`src/rtl/inst_fetch_queue_if.sv`:
```
// Fetch-queue bundle: redirect/stall control, imem request/response, decode-side instruction handshake.
// master = fetch queue side, slave = environment (execute stage, memory, decode).
interface inst_fetch_queue_if #(
    parameter int DEPTH = 4
);
    localparam int CW = $clog2(DEPTH + 1);

    logic          redirect_valid;
    logic [31:0]   redirect_pc;
    logic          stall_fetch;
    logic          imem_req_valid;
    logic          imem_req_ready;
    logic [31:0]   imem_req_addr;
    logic          imem_resp_valid;
    logic [31:0]   imem_resp_data;
    logic          inst_valid;
    logic          inst_ready;
    logic [31:0]   inst_data;
    logic [31:0]   inst_pc;
    logic [CW-1:0] queue_count;

    modport master (
        input  redirect_valid, redirect_pc, stall_fetch,
        input  imem_req_ready, imem_resp_valid, imem_resp_data, inst_ready,
        output imem_req_valid, imem_req_addr, inst_valid, inst_data, inst_pc, queue_count
    );

    modport slave (
        output redirect_valid, redirect_pc, stall_fetch,
        output imem_req_ready, imem_resp_valid, imem_resp_data, inst_ready,
        input  imem_req_valid, imem_req_addr, inst_valid, inst_data, inst_pc, queue_count
    );
endinterface

```
`src/rtl/inst_fetch_queue.sv`:
```
// Sequential instruction fetch with PC-tagged DEPTH-entry queue; memory latency L gives inst_valid L+1 cycles after accept.
// Requests stop once buffered + outstanding reaches DEPTH; a redirect flushes the queue and drops stale responses.
module inst_fetch_queue #(
    parameter int          DEPTH    = 4,
    parameter logic [31:0] RESET_PC = 32'h0000_0000
) (
    input  logic                clk,
    input  logic                reset,
    inst_fetch_queue_if.master  fq_bus
);
    localparam int CW = $clog2(DEPTH + 1);
    localparam int PW = $clog2(DEPTH);
    typedef logic [CW-1:0] cnt_t;
    typedef logic [PW-1:0] ptr_t;

    logic [31:0] fetch_pc_q, fetch_pc_d;
    ptr_t        rd_ptr_q, rd_ptr_d, wr_ptr_q, wr_ptr_d;
    ptr_t        tag_rd_q, tag_rd_d, tag_wr_q, tag_wr_d;
    cnt_t        count_q, count_d, outst_q, outst_d, disc_q, disc_d;

    logic [31:0] fifo_pc   [DEPTH];
    logic [31:0] fifo_inst [DEPTH];
    logic [31:0] tag_pc    [DEPTH];

    logic        req_fire, resp_ok, push, pop, head_vld;
    logic [CW:0] inflight;

    assign inflight = {1'b0, count_q} + {1'b0, outst_q};
    assign head_vld = (count_q != '0);

    // Gating with reset keeps the request bus quiet while the core is held in reset.
    assign fq_bus.imem_req_valid = reset && !fq_bus.stall_fetch && !fq_bus.redirect_valid &&
                                   (inflight < (CW+1)'(DEPTH));
    assign fq_bus.imem_req_addr  = fetch_pc_q;
    assign req_fire = fq_bus.imem_req_valid && fq_bus.imem_req_ready;

    // A response with nothing outstanding is a protocol error and is ignored entirely.
    assign resp_ok = fq_bus.imem_resp_valid && (outst_q != '0);
    assign push    = resp_ok && (disc_q == '0) && !fq_bus.redirect_valid;
    assign pop     = head_vld && fq_bus.inst_ready && !fq_bus.redirect_valid;

    assign fq_bus.inst_valid  = head_vld;
    assign fq_bus.inst_data   = head_vld ? fifo_inst[rd_ptr_q] : '0;
    assign fq_bus.inst_pc     = head_vld ? fifo_pc[rd_ptr_q]   : '0;
    assign fq_bus.queue_count = count_q;

    always_comb begin
        fetch_pc_d = fetch_pc_q;
        rd_ptr_d   = rd_ptr_q;
        wr_ptr_d   = wr_ptr_q;
        tag_rd_d   = tag_rd_q;
        tag_wr_d   = tag_wr_q;
        count_d    = count_q;
        disc_d     = disc_q;
        outst_d    = outst_q + cnt_t'(req_fire) - cnt_t'(resp_ok);

        if (req_fire) begin
            fetch_pc_d = fetch_pc_q + 32'd4;
            tag_wr_d   = tag_wr_q + 1'b1;
        end
        if (resp_ok) begin
            tag_rd_d = tag_rd_q + 1'b1;
        end

        if (fq_bus.redirect_valid) begin
            // Everything still in flight after this edge is stale.
            fetch_pc_d = {fq_bus.redirect_pc[31:2], 2'b00};
            rd_ptr_d   = '0;
            wr_ptr_d   = '0;
            count_d    = '0;
            disc_d     = outst_d;
        end else begin
            if (resp_ok && (disc_q != '0)) begin
                disc_d = disc_q - 1'b1;
            end
            if (push) begin
                wr_ptr_d = wr_ptr_q + 1'b1;
            end
            if (pop) begin
                rd_ptr_d = rd_ptr_q + 1'b1;
            end
            count_d = count_q + cnt_t'(push) - cnt_t'(pop);
        end
    end

    always_ff @(posedge clk or negedge reset) begin
        if (!reset) begin
            fetch_pc_q <= RESET_PC;
            rd_ptr_q   <= '0;
            wr_ptr_q   <= '0;
            tag_rd_q   <= '0;
            tag_wr_q   <= '0;
            count_q    <= '0;
            outst_q    <= '0;
            disc_q     <= '0;
        end else begin
            fetch_pc_q <= fetch_pc_d;
            rd_ptr_q   <= rd_ptr_d;
            wr_ptr_q   <= wr_ptr_d;
            tag_rd_q   <= tag_rd_d;
            tag_wr_q   <= tag_wr_d;
            count_q    <= count_d;
            outst_q    <= outst_d;
            disc_q     <= disc_d;
        end
    end

    // Storage needs no reset: occupancy is tracked by the pointers and counters above.
    always_ff @(posedge clk) begin
        if (push) begin
            fifo_pc[wr_ptr_q]   <= tag_pc[tag_rd_q];
            fifo_inst[wr_ptr_q] <= fq_bus.imem_resp_data;
        end
        if (req_fire) begin
            tag_pc[tag_wr_q] <= fetch_pc_q;
        end
    end
endmodule

```
`src/flat_wrapper.sv`:
```
// flat-port wrapper written by rule: the top's interface ports become plain ports
module inst_fetch_queue_flat 
#(
    parameter int          DEPTH    = 4,
    parameter logic [31:0] RESET_PC = 32'h0000_0000
)
  (clk, reset, fq_bus_redirect_valid, fq_bus_redirect_pc, fq_bus_stall_fetch, fq_bus_imem_req_ready, fq_bus_imem_resp_valid, fq_bus_imem_resp_data, fq_bus_inst_ready, fq_bus_imem_req_valid, fq_bus_imem_req_addr, fq_bus_inst_valid, fq_bus_inst_data, fq_bus_inst_pc, fq_bus_queue_count);
  inst_fetch_queue_if #(.DEPTH(DEPTH)) fq_bus_i ();
  input  logic clk;
  input  logic reset;
  input wire logic [$bits(fq_bus_i.redirect_valid)-1:0] fq_bus_redirect_valid;
  input wire logic [$bits(fq_bus_i.redirect_pc)-1:0] fq_bus_redirect_pc;
  input wire logic [$bits(fq_bus_i.stall_fetch)-1:0] fq_bus_stall_fetch;
  input wire logic [$bits(fq_bus_i.imem_req_ready)-1:0] fq_bus_imem_req_ready;
  input wire logic [$bits(fq_bus_i.imem_resp_valid)-1:0] fq_bus_imem_resp_valid;
  input wire logic [$bits(fq_bus_i.imem_resp_data)-1:0] fq_bus_imem_resp_data;
  input wire logic [$bits(fq_bus_i.inst_ready)-1:0] fq_bus_inst_ready;
  output wire logic [$bits(fq_bus_i.imem_req_valid)-1:0] fq_bus_imem_req_valid;
  output wire logic [$bits(fq_bus_i.imem_req_addr)-1:0] fq_bus_imem_req_addr;
  output wire logic [$bits(fq_bus_i.inst_valid)-1:0] fq_bus_inst_valid;
  output wire logic [$bits(fq_bus_i.inst_data)-1:0] fq_bus_inst_data;
  output wire logic [$bits(fq_bus_i.inst_pc)-1:0] fq_bus_inst_pc;
  output wire logic [$bits(fq_bus_i.queue_count)-1:0] fq_bus_queue_count;
  assign fq_bus_i.redirect_valid = fq_bus_redirect_valid;
  assign fq_bus_i.redirect_pc = fq_bus_redirect_pc;
  assign fq_bus_i.stall_fetch = fq_bus_stall_fetch;
  assign fq_bus_i.imem_req_ready = fq_bus_imem_req_ready;
  assign fq_bus_i.imem_resp_valid = fq_bus_imem_resp_valid;
  assign fq_bus_i.imem_resp_data = fq_bus_imem_resp_data;
  assign fq_bus_i.inst_ready = fq_bus_inst_ready;
  assign fq_bus_imem_req_valid = fq_bus_i.imem_req_valid;
  assign fq_bus_imem_req_addr = fq_bus_i.imem_req_addr;
  assign fq_bus_inst_valid = fq_bus_i.inst_valid;
  assign fq_bus_inst_data = fq_bus_i.inst_data;
  assign fq_bus_inst_pc = fq_bus_i.inst_pc;
  assign fq_bus_queue_count = fq_bus_i.queue_count;
  inst_fetch_queue #(.DEPTH(DEPTH), .RESET_PC(RESET_PC)) u_core (.clk(clk), .reset(reset), .fq_bus(fq_bus_i));
endmodule
```
`config.mk`:
```
export PLATFORM = sky130hd
export DESIGN_NAME = inst_fetch_queue_flat
export DESIGN_NICKNAME = d
export VERILOG_FILES = /design/src/rtl/inst_fetch_queue_if.sv /design/src/rtl/inst_fetch_queue.sv /design/src/flat_wrapper.sv
export SDC_FILE = /design/constraint.sdc
export NUM_CORES = 1
export LEC_CHECK = 0
export CAP_MARGIN = 20
export CORE_MARGIN = 8
export CORE_UTILIZATION = 60
export DETAILED_ROUTE_END_ITERATION = 12
export GPL_TIMING_DRIVEN = 0
export PLACE_DENSITY = 0.93
export SYNTH_ARGS = -nofsm -noshare
export SYNTH_HDL_FRONTEND = slang
export SYNTH_SLANG_ARGS = --single-unit
```
`constraint.sdc`:
```
create_clock -name clk -period 8.55 [get_ports clk]
set_input_delay 0.855 -clock clk [delete_from_list [all_inputs] [get_ports clk]]
set_output_delay 0.855 -clock clk [all_outputs]
set_load 0.005 [all_outputs]
```
==> results.txt <==
- After detailed routing, the number of remaining DRC violations is 0.
- Of all cell types, the one taking the most synthesized area is sky130_fd_sc_hd__edfxtp_1.
- In this run the critical register-to-register path is launched from u_core.fq_bus.queue_count[2].
- Result of the run: finished clean
- Synthesized area divided by synthesized cell count: 18.9 um^2
- Instance count of the mapped netlist: 870
- Cells taking the most area after synthesis: sky130_fd_sc_hd__edfxtp_1 (67%), sky130_fd_sc_hd__mux4_2 (13%), sky130_fd_sc_hd__dfrtp_1 (7.1%), sky130_fd_sc_hd__and2_1 (2.5%), sky130_fd_sc_hd__ha_1 (1.3%)
- From left edge to right edge, the die measures 182 um.
- Peak clock frequency supported by timing: 0.250 GHz
* DR pass1 iterations: 5
- Height of the die: 182 um
- Measured on the finished design, the core utilization comes to 74.2%.
- Startpoint Class: register
* Starting Density: 61.1%
* GRT Resource Usage Total: 22.0%
- In this run the post-CTS setup repair buffer count came out at 0.
* Tightest slew margin relative to the limit: 41.8%
- Setup violations remaining at the end of the flow were counted as 0.
* RSZ-0062 raised after global routing: no
- Level count of the clock H-tree: 2
- At the end of routability-driven placement, the weighted congestion stood at 0.904.
- For the finished layout, the period the worst path requires is 4000 ps.
- Required time at the endpoint of the critical path: 7700 ps
- Leakage: 0.00665 uW
- For the final routed database, the setup TNS stands at 0 ps.
* Data arrival time of the critical path: 3150 ps
- Vias in the first global route: 9512
- In this run, synthesis inferred 368 flip-flops with an integrated enable.
- Cells with a size suffix above 1 make up 16.3% of the layout.
- In this run, CTS created clock tree buffers numbering 40.
- The number of antenna diodes in the final layout is 0.
- Synthesized area: 16500 um^2
* Type of the tightest min-delay check: in2async
- The first global-routing pass estimated 55500 um of wire.
- After clock tree synthesis, the clock-pin slew on the worst setup and hold paths is 70 ps.
- Clock latency on the worst-skew pair, taken at its later pin, is 540 ps.
- The core region is 27000 um^2.
- Yosys synthesis warning count: 0
- Cell count after placement: 1384
- Max Buffers Root-to-Sink: 3
- Fraction of registers with async set/reset: 11.3%
- The finished layout holds 1454 standard cells, fillers aside.
* Kind of critical path: reg2out
- Max cap viols: 0
- For this run, the leading register cell type out of synthesis is sky130_fd_sc_hd__edfxtp_1.
- Overall power of the completed layout: 5790 uW
- During placement, the flow inserted port buffers numbering 165.
- Average routed wire per standard cell: 24.9 um
- Entering global routing, the biggest net connects 57 pins.
- For flop-to-flop paths, the worst setup slack is 5050 ps.
* Number of top-level pins: 172
- Relative to the synthesized area, the layout overhead comes to 21.4%.
- The worst setup path is captured at an output port.
- Reg2reg end: u_core.tag_pc[0][24]
- Hold repair after CTS inserted 0 buffers.
- In the routed layout, each cell is associated on average with a via count of 6.21.
* Initial DRC Count: 1001
- Sequential area share after synthesis: 74.2%
- Number of distinct standard cells referenced by the synthesized netlist: 43
- TritonCTS built the clock tree.
* Area share of the largest cell type after synthesis: 67.1%
- The layout has 1498 filler cells.
* Number of nets with antenna violations after detailed routing: 0
- Final #Nets: 1175
- The count of final max-slew check failures was 0.
- Final cycle utilization of the critical path: 46.8%
- Area of the die: 33000 um^2
- Overall via count from detail_route: 9032
* Residual overflow from global routing: 0
- Number of placement rows: 60
- # clock sinks: 415
- PD cells: 290 nW/um^2
* Number of hold violations in the final report: 0
* Max FO, Critical Path: 10
* R2R depth: 7
- The initial antenna violation count was 0.
- The number of gates resized after CTS was 0.
* Total routed wirelength: 36200 um
- After routing the design area is 20000 um^2.
- Number of storage elements in the synthesis netlist: 415
- The worst-case IR drop observed on VDD is 184 uV.
- Cell Area, Placed: 18700 um^2
- DP Wirelength: 22500 um
- Transition time at the pin with the least slew margin: 866 ps
- The cell sitting at the root of the clock tree is a sky130_fd_sc_hd__clkbuf_16.
- Across the routed clock network, the largest skew measured is 21.7 ps.
-- logic make-up after synthesis --
| logic type | count (synthesis) | synth area share (%) |
|---|---|---|
| DFF | 415 | 74.2 |
| and+or+nand+nor | 187 | 6.13 |
| muxes | 95 | 12.8 |
| AOI/OAI and AO/OA | 74 | 3.04 |
| buffers and inverters | 68 | 1.73 |
| adders and majority gates | 19 | 1.53 |
| xor gates and xnor gates | 11 | 0.585 |
| other | 1 | 0.0228 |
-- critical path, stage by stage, from the launching register on --
cell                              delay, ps
sky130_fd_sc_hd__dfrtp_1                330
sky130_fd_sc_hd__clkbuf_1               550
sky130_fd_sc_hd__buf_2                  510
sky130_fd_sc_hd__mux4_2                 600
sky130_fd_sc_hd__and2_1                 180
sky130_fd_sc_hd__clkdlybuf4s50_1        450
-- through the flow --
stage	setup WS [ps]	hold slack [ps]
6_report	4550	360
5_1_grt	4320	393
4_1_cts	4400	360
3_5_place_dp	4420	589
3_3_place_gp	2420	560
2_1_floorplan	5150	519
-- cell type report --
class	instances	area, um^2	share of cell area, %
Buffer	47	206	1.03
Clock buffer	52	1100	5.49
Clock inverter	18	174	0.870
Inverter	21	78.8	0.394
Multi-Input combinational cell	390	4000	20.0
Sequential cell	415	12200	61.1
Tap cell	341	427	2.13
Timing Repair Buffer	170	1780	8.92
-- flip-flops by register name, summed over array words and instances, names as in the netlist --
| name | cells |
|---|---|
| u_core.wr_ptr_q | 2 |
| u_core.rd_ptr_q | 2 |
| u_core.fifo_pc | 120 |
| u_core.fq_bus.imem_req_addr | 30 |
| u_core.fifo_inst | 128 |
| u_core.fq_bus.queue_count | 3 |
| u_core.tag_rd_q | 2 |
| u_core.disc_q | 3 |
| u_core.tag_pc | 120 |
| u_core.outst_q | 3 |
| u_core.tag_wr_q | 2 |
-- how the worst max path moves through the flow --
stage,startpoint,end,slack (ps),cells past startpoint
after global routing,u_core.rd_ptr_q[0],fq_bus_inst_pc[27],4320,5
final,u_core.rd_ptr_q[0],fq_bus_inst_pc[27],4550,5
after detailed placement,reset,u_core.tag_pc[0][24],4420,7
after CTS,u_core.rd_ptr_q[0],fq_bus_inst_pc[27],4400,5
after global placement,reset,u_core.tag_pc[0][6],2420,7
after floorplan,fq_bus_imem_resp_valid,u_core.fifo_inst[0][0],5150,5
-- power by group --
| group | total, uW | switching, uW | internal, uW |
|---|---|---|---|
| clock | 1720 | 721 | 998 |
| combinational | 1560 | 731 | 832 |
| sequential | 2510 | 96.7 | 2410 |
-- Yosys cell counts (3+ instances only) --
master / n
sky130_fd_sc_hd__a21o_1: 4
sky130_fd_sc_hd__a21oi_1: 8
sky130_fd_sc_hd__a221o_1: 4
sky130_fd_sc_hd__a31oi_1: 6
sky130_fd_sc_hd__a32oi_1: 3
sky130_fd_sc_hd__and2_1: 67
sky130_fd_sc_hd__and3_1: 9
sky130_fd_sc_hd__buf_1: 6
sky130_fd_sc_hd__buf_2: 9
sky130_fd_sc_hd__buf_4: 5
sky130_fd_sc_hd__clkbuf_1: 27
sky130_fd_sc_hd__dfrtp_1: 47
sky130_fd_sc_hd__edfxtp_1: 368
sky130_fd_sc_hd__ha_1: 17
sky130_fd_sc_hd__inv_1: 20
sky130_fd_sc_hd__mux2i_1: 3
sky130_fd_sc_hd__mux4_2: 92
sky130_fd_sc_hd__nand2_1: 45
sky130_fd_sc_hd__nand3_1: 18
sky130_fd_sc_hd__nand4_1: 8
sky130_fd_sc_hd__nor2_1: 22
sky130_fd_sc_hd__nor3_1: 4
sky130_fd_sc_hd__o211ai_1: 11
sky130_fd_sc_hd__o21ai_0: 22
sky130_fd_sc_hd__o311ai_0: 10
sky130_fd_sc_hd__or4_1: 4
sky130_fd_sc_hd__xnor2_1: 8
sky130_fd_sc_hd__xor2_1: 3
-- metal layers --
metal | GRT usage (%) | up-vias | routed length (um)
met1 | 28.7 | 4529 | 14600
met4 | 7.12 | 0 | 1030
met5 | 0 | - | 0
met2 | 36.4 | 524 | 17400
met3 | 4.97 | 83 | 3080
li1 | - | 3896 | -
-- cell usage in the layout (no fill, tap or decap), types with 8 or more instances in the layout --
master / count
sky130_fd_sc_hd__clkbuf_16: 42
sky130_fd_sc_hd__inv_1: 20
sky130_fd_sc_hd__nand4_1: 8
sky130_fd_sc_hd__and2_1: 63
sky130_fd_sc_hd__nor2_1: 22
sky130_fd_sc_hd__dfrtp_1: 47
sky130_fd_sc_hd__nand3_1: 18
sky130_fd_sc_hd__o211ai_1: 11
sky130_fd_sc_hd__buf_2: 10
sky130_fd_sc_hd__o311ai_0: 10
sky130_fd_sc_hd__edfxtp_1: 368
sky130_fd_sc_hd__nand2_1: 45
sky130_fd_sc_hd__ha_1: 17
sky130_fd_sc_hd__xnor2_1: 8
sky130_fd_sc_hd__clkdlybuf4s50_1: 164
sky130_fd_sc_hd__clkbuf_1: 36
sky130_fd_sc_hd__a21oi_1: 8
sky130_fd_sc_hd__mux4_2: 92
sky130_fd_sc_hd__o21ai_0: 22
No activity file was read; power rests on OpenSTA's default activity.
